`src/rtl/dkong3_snd_cmd_seq_if.sv`:
```
// dkong3_snd_cmd_seq_if: main-CPU write port and sound-board latch bus of the command sequencer
interface dkong3_snd_cmd_seq_if #(
    parameter int DEPTH_LOG2 = 2
);
    logic                  I_WR;
    logic [1:0]            I_PORT;
    logic [7:0]            I_DATA;
    logic [7:0]            O_MCPU_DO;
    logic [3:0]            O_4E_Q;
    logic                  O_BUSY;
    logic [DEPTH_LOG2:0]   O_LEVEL;
    logic                  O_OVF;
    logic                  O_BADPORT;

    modport master (
        output I_WR, I_PORT, I_DATA,
        input  O_MCPU_DO, O_4E_Q, O_BUSY, O_LEVEL, O_OVF, O_BADPORT
    );

    modport slave (
        input  I_WR, I_PORT, I_DATA,
        output O_MCPU_DO, O_4E_Q, O_BUSY, O_LEVEL, O_OVF, O_BADPORT
    );
endinterface

```
`src/rtl/dkong3_snd_cmd_seq.sv`:
```
// dkong3_snd_cmd_seq: queues sound-command writes and replays them with setup/strobe/hold timing
module dkong3_snd_cmd_seq #(
    parameter int DEPTH_LOG2 = 2,
    parameter int SETUP_CYC  = 2,
    parameter int STROBE_CYC = 4,
    parameter int HOLD_CYC   = 2
) (
    input logic                 I_SUBCLK,
    input logic                 I_SUB_RESETn,
    dkong3_snd_cmd_seq_if.slave bus
);
    localparam int CW = $clog2(SETUP_CYC + STROBE_CYC + HOLD_CYC + 1);
    localparam logic [CW-1:0] SETUP_LD  = CW'(SETUP_CYC - 1);
    localparam logic [CW-1:0] STROBE_LD = CW'(STROBE_CYC - 1);
    localparam logic [CW-1:0] HOLD_LD   = CW'(HOLD_CYC - 1);

    typedef enum logic [1:0] {IDLE, SETUP, STROBE, HOLD} state_t;

    state_t                st, st_n;
    logic [CW-1:0]         cnt, cnt_n;
    logic [7:0]            dout, dout_n;
    logic [1:0]            port_r, port_n;
    logic [3:0]            q_r, q_n;
    logic [DEPTH_LOG2:0]   wp, rp, wp_n, rp_n, lvl, lvl_n;
    logic                  ovf, bad, busy, ovf_n, bad_n, busy_n;
    logic                  full, empty, push, pop, valid_port;
    logic [9:0]            head;
    logic [9:0]            mem [2**DEPTH_LOG2];

    assign full       = (wp[DEPTH_LOG2] != rp[DEPTH_LOG2]) && (wp[DEPTH_LOG2-1:0] == rp[DEPTH_LOG2-1:0]);
    assign empty      = wp == rp;
    assign valid_port = bus.I_PORT != 2'd3;
    assign push       = bus.I_WR && valid_port && !full;
    assign pop        = (st == IDLE) && !empty;
    assign head       = mem[rp[DEPTH_LOG2-1:0]];

    // Next-state, pointer and flag computation; outputs are registered from these
    always_comb begin
        st_n   = st;
        cnt_n  = cnt;
        dout_n = dout;
        port_n = port_r;
        q_n    = q_r;
        case (st)
            IDLE:   if (!empty) begin
                        st_n   = SETUP;
                        cnt_n  = SETUP_LD;
                        dout_n = head[7:0];
                        port_n = head[9:8];
                    end
            SETUP:  if (cnt == '0) begin
                        st_n  = STROBE;
                        cnt_n = STROBE_LD;
                        q_n   = 4'b0001 << port_r;
                    end else cnt_n = cnt - 1'b1;
            STROBE: if (cnt == '0) begin
                        st_n  = HOLD;
                        cnt_n = HOLD_LD;
                        q_n   = 4'h0;
                    end else cnt_n = cnt - 1'b1;
            HOLD:   if (cnt == '0) st_n = IDLE;
                    else cnt_n = cnt - 1'b1;
            default: st_n = IDLE;
        endcase
        wp_n   = wp + {{DEPTH_LOG2{1'b0}}, push};
        rp_n   = rp + {{DEPTH_LOG2{1'b0}}, pop};
        lvl_n  = wp_n - rp_n;
        ovf_n  = ovf | (bus.I_WR && valid_port && full);
        bad_n  = bad | (bus.I_WR && !valid_port);
        busy_n = (st_n != IDLE) || (wp_n != rp_n);
    end

    // State, pointers, bus outputs and sticky flags
    always_ff @(posedge I_SUBCLK) begin
        if (!I_SUB_RESETn) begin
            st     <= IDLE;
            cnt    <= '0;
            dout   <= 8'h00;
            port_r <= 2'd0;
            q_r    <= 4'h0;
            wp     <= '0;
            rp     <= '0;
            lvl    <= '0;
            ovf    <= 1'b0;
            bad    <= 1'b0;
            busy   <= 1'b0;
        end else begin
            st     <= st_n;
            cnt    <= cnt_n;
            dout   <= dout_n;
            port_r <= port_n;
            q_r    <= q_n;
            wp     <= wp_n;
            rp     <= rp_n;
            lvl    <= lvl_n;
            ovf    <= ovf_n;
            bad    <= bad_n;
            busy   <= busy_n;
        end
    end

    // FIFO storage; contents are don't-care until written, so no reset
    always_ff @(posedge I_SUBCLK) begin
        if (push) mem[wp[DEPTH_LOG2-1:0]] <= {bus.I_PORT, bus.I_DATA};
    end

    assign bus.O_MCPU_DO = dout;
    assign bus.O_4E_Q    = q_r;
    assign bus.O_BUSY    = busy;
    assign bus.O_LEVEL   = lvl;
    assign bus.O_OVF     = ovf;
    assign bus.O_BADPORT = bad;
endmodule

```
`src/flat_wrapper.sv`:
```
// flat-port wrapper written by rule: the top's interface ports become plain ports
module dkong3_snd_cmd_seq_flat 
#(
    parameter int DEPTH_LOG2 = 2,
    parameter int SETUP_CYC  = 2,
    parameter int STROBE_CYC = 4,
    parameter int HOLD_CYC   = 2
)
  (I_SUBCLK, I_SUB_RESETn, bus_I_WR, bus_I_PORT, bus_I_DATA, bus_O_MCPU_DO, bus_O_4E_Q, bus_O_BUSY, bus_O_LEVEL, bus_O_OVF, bus_O_BADPORT);
  dkong3_snd_cmd_seq_if #(.DEPTH_LOG2(DEPTH_LOG2)) bus_i ();
  input logic I_SUBCLK;
  input logic I_SUB_RESETn;
  input wire logic [$bits(bus_i.I_WR)-1:0] bus_I_WR;
  input wire logic [$bits(bus_i.I_PORT)-1:0] bus_I_PORT;
  input wire logic [$bits(bus_i.I_DATA)-1:0] bus_I_DATA;
  output wire logic [$bits(bus_i.O_MCPU_DO)-1:0] bus_O_MCPU_DO;
  output wire logic [$bits(bus_i.O_4E_Q)-1:0] bus_O_4E_Q;
  output wire logic [$bits(bus_i.O_BUSY)-1:0] bus_O_BUSY;
  output wire logic [$bits(bus_i.O_LEVEL)-1:0] bus_O_LEVEL;
  output wire logic [$bits(bus_i.O_OVF)-1:0] bus_O_OVF;
  output wire logic [$bits(bus_i.O_BADPORT)-1:0] bus_O_BADPORT;
  assign bus_i.I_WR = bus_I_WR;
  assign bus_i.I_PORT = bus_I_PORT;
  assign bus_i.I_DATA = bus_I_DATA;
  assign bus_O_MCPU_DO = bus_i.O_MCPU_DO;
  assign bus_O_4E_Q = bus_i.O_4E_Q;
  assign bus_O_BUSY = bus_i.O_BUSY;
  assign bus_O_LEVEL = bus_i.O_LEVEL;
  assign bus_O_OVF = bus_i.O_OVF;
  assign bus_O_BADPORT = bus_i.O_BADPORT;
  dkong3_snd_cmd_seq #(.DEPTH_LOG2(DEPTH_LOG2), .SETUP_CYC(SETUP_CYC), .STROBE_CYC(STROBE_CYC), .HOLD_CYC(HOLD_CYC)) u_core (.I_SUBCLK(I_SUBCLK), .I_SUB_RESETn(I_SUB_RESETn), .bus(bus_i));
endmodule
```
`config.mk`:
```
export PLATFORM = sky130hd
export DESIGN_NAME = dkong3_snd_cmd_seq_flat
export DESIGN_NICKNAME = d
export VERILOG_FILES = /design/src/rtl/dkong3_snd_cmd_seq_if.sv /design/src/rtl/dkong3_snd_cmd_seq.sv /design/src/flat_wrapper.sv
export SDC_FILE = /design/constraint.sdc
export NUM_CORES = 1
export LEC_CHECK = 0
export CAP_MARGIN = 40
export CORE_MARGIN = 2
export CORE_UTILIZATION = 33
export CTS_CLUSTER_SIZE = 14
export DETAILED_ROUTE_END_ITERATION = 8
export PLACE_DENSITY_LB_ADDON = 0.08
export SYNTH_ARGS = -nofsm -noshare
export SYNTH_HDL_FRONTEND = slang
export SYNTH_SLANG_ARGS = --single-unit
```
`constraint.sdc`:
```
create_clock -name I_SUBCLK -period 3.1 [get_ports I_SUBCLK]
set_input_delay 0.775 -clock I_SUBCLK [delete_from_list [all_inputs] [get_ports I_SUBCLK]]
set_output_delay 0.775 -clock I_SUBCLK [all_outputs]
set_load 0.01 [all_outputs]
```
Yosys cells after proc, flatten, opt, wreduce, memory -nomap -nowiden
Memories as Yosys holds them, arrays and structs flattened. A register that Yosys moved wholly into a read port is not among the register bits. Cells that the tools add are included.

Bits in registers: 22. Memory bits (writable): 40. Bits of input ports: 13. Output and inout port bits: 18. Word-level logic and storage cells: 63. Memories: 1.

Add/subtract/negate cells: 4. Equality and inequality tests: 12. Shifts and indexed selects: 1. Mux-type cells: 15. Bitwise operators: 3. Reductions and logical operators: 18.

Memory list: u_core.mem (words 4, bits a word 10, rd ports 1, clocked after memory_dff 1, write ports 1, line dkong3_snd_cmd_seq.sv:28) `logic [9:0] mem [2**DEPTH_LOG2];`.

Operator list (number): 4-bit two-way mux (6); 4-bit case mux with 4 select lines (1); 2-bit two-way mux (4); 2-bit case mux with 4 select lines (1); 4-bit case mux with 2 select lines (1); 3-bit by 1-bit adder with 3-bit output (2); 1-bit logical AND (6); 2-bit inequality test, second input constant (3); 2-bit equality test, second input constant (2); 1-bit zero test (4); 4-bit zero test (1); 2-bit by 1-bit inequality test with 1-bit output, second input constant (2); 2-bit AND reduction (2); 2-bit nonzero test (2); 1-bit by 2-bit << shifter with 4-bit output, first input constant (1); 4-bit by 1-bit subtractor with 4-bit output, second input constant (1); 3-bit equality test (1); 3-bit inequality test (1); 3-bit AND reduction (1); 3-bit subtractor (1); 2-bit by 1-bit equality test with 1-bit output, second input constant (1); 2-bit equality test (1); 2-bit zero test (1); 1-bit two-way mux (2); 4 further kinds (5).

Depth between registers and ports, before layout
Gate-level depths: netlist of run 1.

Word-level depth: 7. Gate-level depth with buffers: 11. Depth with buffers taken out: 10.

Worst setup path before layout of run 1
OpenSTA, ideal clock, no wires.

Kind: input to register. Start: input port bus_I_WR. End: memory u_core.mem[0][0] (enable). Library setup time: 392 ps. Arrival: 2051 ps. Required time: 2708 ps. Setup slack: 657 ps. Cell stages on the path: 3. Path buffers: 0. Cell sequence: a21boi_0 o31a_1 nor3b_1.

Word-level cells in the longest chain between the ends: 4.

Ends and longest elaborated chain: start, declared (line flat_wrapper.sv:13) `input wire logic [$bits(bus_i.I_WR)-1:0] bus_I_WR;`; 1-bit logical AND (2 in series) (line dkong3_snd_cmd_seq.sv:33) `assign push = bus.I_WR && valid_port && !full;`; 1-bit two-way mux (line dkong3_snd_cmd_seq.sv:104) `if (push) mem[wp[DEPTH_LOG2-1:0]] <= {bus.I_PORT, bus.I_DATA};`; 1-bit two-way mux (implied by the code) (line dkong3_snd_cmd_seq.sv:104); end, declared (line dkong3_snd_cmd_seq.sv:28).

Every way passes these cells.

Worst setup path after layout of run 1
Start: input port bus_I_WR. End: register u_core.busy, in the netlist u_core.bus.O_BUSY.

Word-level cells in the longest chain between the ends: 5.

Ends and longest elaborated chain: 1-bit logical AND (2 in series) (line dkong3_snd_cmd_seq.sv:33); 3-bit by 1-bit adder with 3-bit output (line dkong3_snd_cmd_seq.sv:65) `wp_n = wp + {{DEPTH_LOG2{1'b0}}, push};`; 3-bit inequality test (line dkong3_snd_cmd_seq.sv:70) `busy_n = (st_n != IDLE) || (wp_n != rp_n);`; 1-bit logical OR (line dkong3_snd_cmd_seq.sv:70); end signal, assigned (line dkong3_snd_cmd_seq.sv:98) `busy <= busy_n;`; end, declared (line dkong3_snd_cmd_seq.sv:25) `logic ovf, bad, busy, ovf_n, bad_n, busy_n;`.

Every way passes these cells. A chain may end at the register's enable or synchronous reset.

==> results of run 1 <==
## logic make-up after synthesis
group | after synthesis | share of synthesized area (%)
and+or+nand+nor | 57 | 9.82
adders and majority gates | 14 | 6.00
buffers and inverters | 18 | 2.46
xor gates and xnor gates | 11 | 3.41
AOI/OAI and AO/OA | 29 | 7.19
muxes | 20 | 10.7
DFF | 72 | 60.5
## layout by cell type (no fill, tap or decap), drive strengths merged, types with 2 or more instances in the layout
master         synthesis  final
edfxtp                40     40
dfxtp                 32     32
clkdlybuf4s50          0     30
nor2                  26     26
buf                    3     14
inv                   13     14
ha                    13     13
mux4                  10     10
mux2i                 10     10
clkbuf                 2     10
nand2                  9      9
xnor2                  8      8
a21oi                  7      7
o21ai                  4      4
nor4                   3      3
nand3                  3      3
bufinv                 0      3
xor2                   3      3
o31a                   2      2
nand4                  2      2
nor3                   2      2
nand4bb                2      2
o211ai                 2      2
or4b                   2      2
clkinv                 0      2
o31ai                  2      2
nor3b                  2      2
## worst paths after layout
check,startpoint,end,slack (ns),cells past startpoint
setup / recovery,bus_I_WR,u_core.bus.O_BUSY,0.46,9
hold reg to reg,u_core.bus.O_4E_Q[2],u_core.bus.O_4E_Q[2],0.45,2
hold / removal,u_core.bus.O_4E_Q[2],u_core.bus.O_4E_Q[2],0.45,2
setup reg to reg,u_core.wp[1],u_core.bus.O_BUSY,0.66,9
## power by group
group          total [mW]  internal (mW)  leakage (nW)  switching (mW)
clock               0.903          0.541         0.121           0.363
sequential           1.22           1.14         0.627          0.0750
combinational        1.07          0.526         0.671           0.542
total                3.19           2.21          1.42           0.980
## cell type report
cell class	count	area share, %
clock buffer	10	3.35
sequential	72	48.4
inverter	13	1.28
multi-input combinational	131	29.7
timing repair buffer	44	10.6
tap	111	3.65
clock inverter	6	3.06
## metrics by stage
step / utilization, % / hold slack, ns / area (um2) / cells
after floorplan: - / 0.476 / 3050 / 221
after global placement: 39.1 / 0.440 / 3560 / 371
after detailed placement: 39.1 / 0.443 / 3560 / 371
after CTS: 41.8 / 0.454 / 3810 / 387
after global routing: 41.8 / 0.481 / 3810 / 387
final: 41.8 / 0.450 / 3810 / 387
## sequential cells by signal, summed over array words and instances, names as in the netlist
signal                flops
u_core.rp                 3
u_core.bus.O_BADPORT      1
u_core.bus.O_OVF          1
u_core.cnt                4
u_core.st                 2
u_core.bus.O_BUSY         1
u_core.port_r             2
u_core.bus.O_MCPU_DO      8
u_core.mem               40
u_core.bus.O_LEVEL        3
u_core.bus.O_4E_Q         4
u_core.wp                 3
## per-layer routing
metal  up-vias  global-route usage, %  wire length, um
met5         -                      0                0
met4         0                   4.74               79
li1        924                      -                -
met2        26                   20.8             2810
met1       890                   17.0             2970
met3         6                   3.76              173
## tightest hold or removal path, cell delays in order (launching register included)
cell and delay (ns):
sky130_fd_sc_hd__dfxtp_1 0.31, sky130_fd_sc_hd__nand2_1 0.05, sky130_fd_sc_hd__a21oi_1 0.05
==> impl_metrics.tcl, run 1 <==
set metrics [dict create \
    status "finished clean" \
    crit_path_end_kind "register" \
    hpwl_um 4120 \
    grt_use_total_pct 13.1 \
    tritoncts.num_buffers 9 \
    first_pass_grt_wire_length_um 9770 \
    synth_top_cells_by_count "sky130_fd_sc_hd__edfxtp_1 (40), sky130_fd_sc_hd__dfxtp_1 (32), sky130_fd_sc_hd__nor2_1 (26), sky130_fd_sc_hd__ha_1 (13), sky130_fd_sc_hd__inv_1 (11)" \
    port-buffer-count 30 \
    timing.critical_path.fanout_max 2 \
    max_slew.worst_pin.slew_ns 0.524 \
    postSynthRegisterBits 72 \
    startpoint_class "input pin" \
    netlist_top_cells_area "sky130_fd_sc_hd__edfxtp_1 (39%), sky130_fd_sc_hd__dfxtp_1 (21%), sky130_fd_sc_hd__mux4_2 (7.4%), sky130_fd_sc_hd__ha_1 (5.3%), sky130_fd_sc_hd__mux2i_1 (3.3%)" \
    cts_setup_buffers 0 \
    first_pass_iters 4 \
    globalRouteOverflowTotal 0 \
    slowest_delay_ns 0.50 \
    clk_pin_slew_ns 0.08 \
    maxSlewViolCount 0 \
    die-area_mm2 0.0100 \
    flow.area_growth_from_synthesis_pct 25.0 \
    postSynth.topFlopCell "sky130_fd_sc_hd__edfxtp_1" \
    synth_largest_type_area_fraction_pct 39.4 \
    drt-wirelength-per-cell_um 15.6 \
    worstPathBufferInverterCount 1 \
    drt_drc_violations_left 0 \
    max_cap_violations 0 \
    drive_above_1_share_pct 16.7 \
    mappedNetlistNets 248 \
    post-route-worst-setup-slack_ns 0.456 \
    clock_path_buffers 2 \
    async_reset_ff_share_pct 0 \
    number_of_flops_mapped_to_enable_cells_by_yosys 40 \
    top_cell_type_by_total_area_after_synthesis "sky130_fd_sc_hd__edfxtp_1" \
    ys.warnings.count 0 \
    tritoncts_clock_tree "yes" \
    drt_iter0_markers 49 \
    synthesis.area_per_instance_um2 13.8 \
    register_area_mm2 0.00184 \
    critPathTopFamily "compound AO/OA/AOI/OAI gates" \
    cts_root_buffer "sky130_fd_sc_hd__clkbuf_8" \
    core_area_mm2 0.00911 \
    multiInputGateArea_mm2 0.00113 \
    syn_inst 221 \
    htree_levels 3 \
    place_worst_setup_slack_ns 0.0433 \
    setup.worst_path.class "in -> reg" \
    register_area_share_after_synthesis_pct 60.5 \
    cellPowerDensity_mw_per_mm2 838 \
    power.total_mw 3.19 \
    design.portCount 31 \
    finalClockSkew_ns 0.00865 \
    layout_min_cycle_time_ns 2.64 \
    rsz0062_at_grt "no" \
    first_global_vias 1914 \
    final-hold-violation-count 0 \
    chipWidth_um 100 \
    mappedNetlistArea_mm2 0.00305 \
    antennaDiodeCount 0 \
    initial_core_util_pct 33.4 \
    setup-tns-final_ns 0 \
    antenna_found_initial 0 \
    cellLeakagePower_nw 1.42 \
    setup_viol 0 \
    crit_slowest_cell "sky130_fd_sc_hd__clkdlybuf4s50_1" \
    holdBufCountCts 0 \
    worst_rel_slew_slack_pct 64.7 \
    hp-class "reg -> reg" \
    vias_per_cell 4.77 \
    fmax_ghz 0.378 \
    crit_path_cell_chain "clkdlybuf4s50_1 > a21boi_0 > o31a_1 > ha_1 > ha_1 > xnor2_1 > xnor2_1 > nand3b_1 > a211o_1" \
    final_wtd_congestion 0.786 \
    layout.nets 298 \
    irDropWorstVdd_mv 0.297 \
    critPathRequiredTime_ns 3.33 \
    synth.lib_cells_used.distinct 50 \
    ant_nets 0 \
    synthMostInstantiatedCell "sky130_fd_sc_hd__edfxtp_1" \
    min_period_over_period_pct 85.3 \
    chip_height_um 100 \
    via_count 1846 \
    grt_max_degree 27 \
    post_cts_resized 0 \
    timing.critical_path.arrival_ns 2.87 \
    placementRows 35 \
    cts.sinks 72 \
    drt_wl_total_um 6040 \
    fillCellCount 874 \
    worstSkewPairLatency_ns 0.34 \
]
No activity file was read; power rests on OpenSTA's default activity.
==> inputs of run 2 (changes only) <==
- CTS_CLUSTER_SIZE: 14 -> 30
==> results of run 2 <==
No change in the layout: final DEF, timing and power equal those of run 1.
==> inputs of run 3 (changes only) <==
- PLACE_DENSITY: unset -> 0.59
- PLACE_DENSITY_LB_ADDON: 0.08 -> unset
==> run 3 against run 2 <==
Compared with the run above:
- utilization down 0.36 points
- hold slack better by 0.0075 ns
- design area down 0.85%
- clock skew up 0.0047 ns
- sequential power about the same
- power down 4.2%
- register-to-register slack better by 0.02 ns
==> impl_metrics.tcl, run 3 (synthesis results as in run 1) <==
set metrics [dict create \
    first_global_vias 1910 \
    drt-wirelength-per-cell_um 14.7 \
    worst_rel_slew_slack_pct 61.4 \
    timing.critical_path.arrival_ns 2.93 \
    grt_max_degree 27 \
    first_pass_iters 4 \
    via_count 1866 \
    rsz0062_at_grt "no" \
    grt_use_total_pct 12.4 \
    chip_height_um 100 \
    setup_viol 0 \
    hpwl_um 4050 \
    post_cts_resized 0 \
    crit_path_end_kind "register" \
    drt_wl_total_um 5670 \
    antenna_found_initial 0 \
    cellLeakagePower_nw 1.41 \
    layout.cells.most_common "sky130_fd_sc_hd__edfxtp_1" \
    startpoint_class "input pin" \
    max_slew.worst_pin.slew_ns 0.574 \
    clk_pin_slew_ns 0.08 \
    cts.sinks 72 \
    hp-class "reg -> reg" \
    ant_nets 0 \
    cts_root_buffer "sky130_fd_sc_hd__clkbuf_8" \
    layout.nets 298 \
    min_delay_path_depth 2 \
    core_area_mm2 0.00911 \
    htree_levels 3 \
    start_of_the_worst_register_to_register_path "u_core.wp[1]" \
    vias_per_cell 4.82 \
    tritoncts_clock_tree "yes" \
    globalRouteOverflowTotal 0 \
    status "finished clean" \
    final-hold-violation-count 0 \
    timing.critical_path.fanout_max 6 \
    cts_setup_buffers 0 \
    place_worst_setup_slack_ns 0.00420 \
    slowest_delay_ns 0.49 \
    mostFrequentLayoutCells "sky130_fd_sc_hd__edfxtp_1 (40), sky130_fd_sc_hd__dfxtp_1 (32), sky130_fd_sc_hd__clkdlybuf4s50_1 (30), sky130_fd_sc_hd__nor2_1 (26), sky130_fd_sc_hd__buf_4 (14)" \
    critPathRequiredTime_ns 3.33 \
    first_pass_grt_wire_length_um 9510 \
    initial_core_util_pct 33.4 \
    drt_iter0_markers 95 \
    worstSkewPairLatency_ns 0.35 \
    fmax_ghz 0.371 \
    min_to "u_core.bus.O_4E_Q[2]" \
    critical_path.reg2reg.endpoint "u_core.bus.O_BUSY" \
    crit_slowest_cell "sky130_fd_sc_hd__clkdlybuf4s50_1" \
    finalClockSkew_ns 0.0133 \
    port-buffer-count 30 \
    chipWidth_um 100 \
    drive_above_1_share_pct 17.0 \
    tritoncts.num_buffers 9 \
    final_wtd_congestion 0.817 \
    worstPathBufferInverterCount 1 \
    setup.worst_path.class "in -> reg" \
    placementRows 35 \
    drt_drc_violations_left 0 \
    flow.area_growth_from_synthesis_pct 23.9 \
    setup-tns-final_ns 0 \
    min_period_over_period_pct 87.0 \
    crit_path_start "bus_I_PORT[0]" \
    die-area_mm2 0.0100 \
    fillCellCount 844 \
    worst_r2r_path_depth 9 \
    cellPowerDensity_mw_per_mm2 809 \
    irDropWorstVdd_mv 0.417 \
    maxSlewViolCount 0 \
    critPathTopFamily "compound AO/OA/AOI/OAI gates" \
    max_cap_violations 0 \
    clock_path_buffers 2 \
    layout_min_cycle_time_ns 2.70 \
    cp_num_cells 9 \
    largest_register_ff_count 40 \
    hold_path.startpoint "u_core.bus.O_4E_Q[2]" \
    holdBufCountCts 0 \
    regToRegSetupSlack_ns 0.68 \
    design.portCount 31 \
    crit_path_cell_chain "clkdlybuf4s50_1 > a21boi_0 > o31a_1 > ha_1 > ha_1 > xnor2_1 > xnor2_1 > nand3b_1 > a211o_1" \
    antennaDiodeCount 0 \
    post-route-worst-setup-slack_ns 0.403 \
]
## run 3: changes by cell type in the layout (fill, tap and decap cells not counted), sizes merged
cell	delta
clkbuf	-1
inv	+3
bufinv	-2
## run 3: how the worst max path moves through the flow
stage	to	slack (ns)
after floorplan	u_core.mem[0][0]	0.66
after global placement	u_core.bus.O_BUSY	0.12
after detailed placement	u_core.bus.O_BUSY	0.004
after CTS	u_core.bus.O_BUSY	0.37
after global routing	u_core.bus.O_BUSY	0.18
final	u_core.bus.O_BUSY	0.40
## run 3: metal layers
metal / GRT usage, % / up-vias / part of all wire, %
li1: - / 924 / -
met1: 15.5 / 898 / 46
met2: 20.1 / 35 / 47
met3: 4.60 / 9 / 5.2
met4: 4.11 / 0 / 1.3
met5: 0 / - / 0
## run 3: layout make-up
class,instances,area (um2),share of cell area [%]
Sequential cell,72,1840,48.8
Multi-Input combinational cell,131,1130,29.9
Timing Repair Buffer,44,405,10.7
Tap cell,111,139,3.68
Clock buffer,9,124,3.28
Clock inverter,7,87.6,2.32
Inverter,13,48.8,1.29
## run 3: worst reg2reg max path: stages, from the launching register on
cell                       delay, ns
sky130_fd_sc_hd__dfxtp_1        0.49
sky130_fd_sc_hd__xor2_1         0.21
sky130_fd_sc_hd__o31ai_2        0.30
sky130_fd_sc_hd__inv_2          0.05
sky130_fd_sc_hd__ha_1           0.20
sky130_fd_sc_hd__ha_1           0.33
sky130_fd_sc_hd__inv_1          0.07
sky130_fd_sc_hd__ha_1           0.27
sky130_fd_sc_hd__nand3b_1       0.09
sky130_fd_sc_hd__a211o_1        0.30
## run 3: power breakdown
group          switching, mW  internal, mW
sequential            0.0780          1.14
clock                  0.391         0.391
combinational          0.526         0.526
total                  0.995          2.06
## run 3: through the flow
stage / power (mW) / hold WS (ns) / std cells / cell area (um2) / util [%]
2_1_floorplan: 1.95 / 0.476 / 221 / 3050 / -
3_3_place_gp: 2.30 / 0.448 / 371 / 3560 / 39.1
3_5_place_dp: 2.31 / 0.455 / 371 / 3560 / 39.1
4_1_cts: 3.10 / 0.467 / 387 / 3780 / 41.5
5_1_grt: 3.27 / 0.486 / 387 / 3780 / 41.5
6_report: 3.06 / 0.458 / 387 / 3780 / 41.5
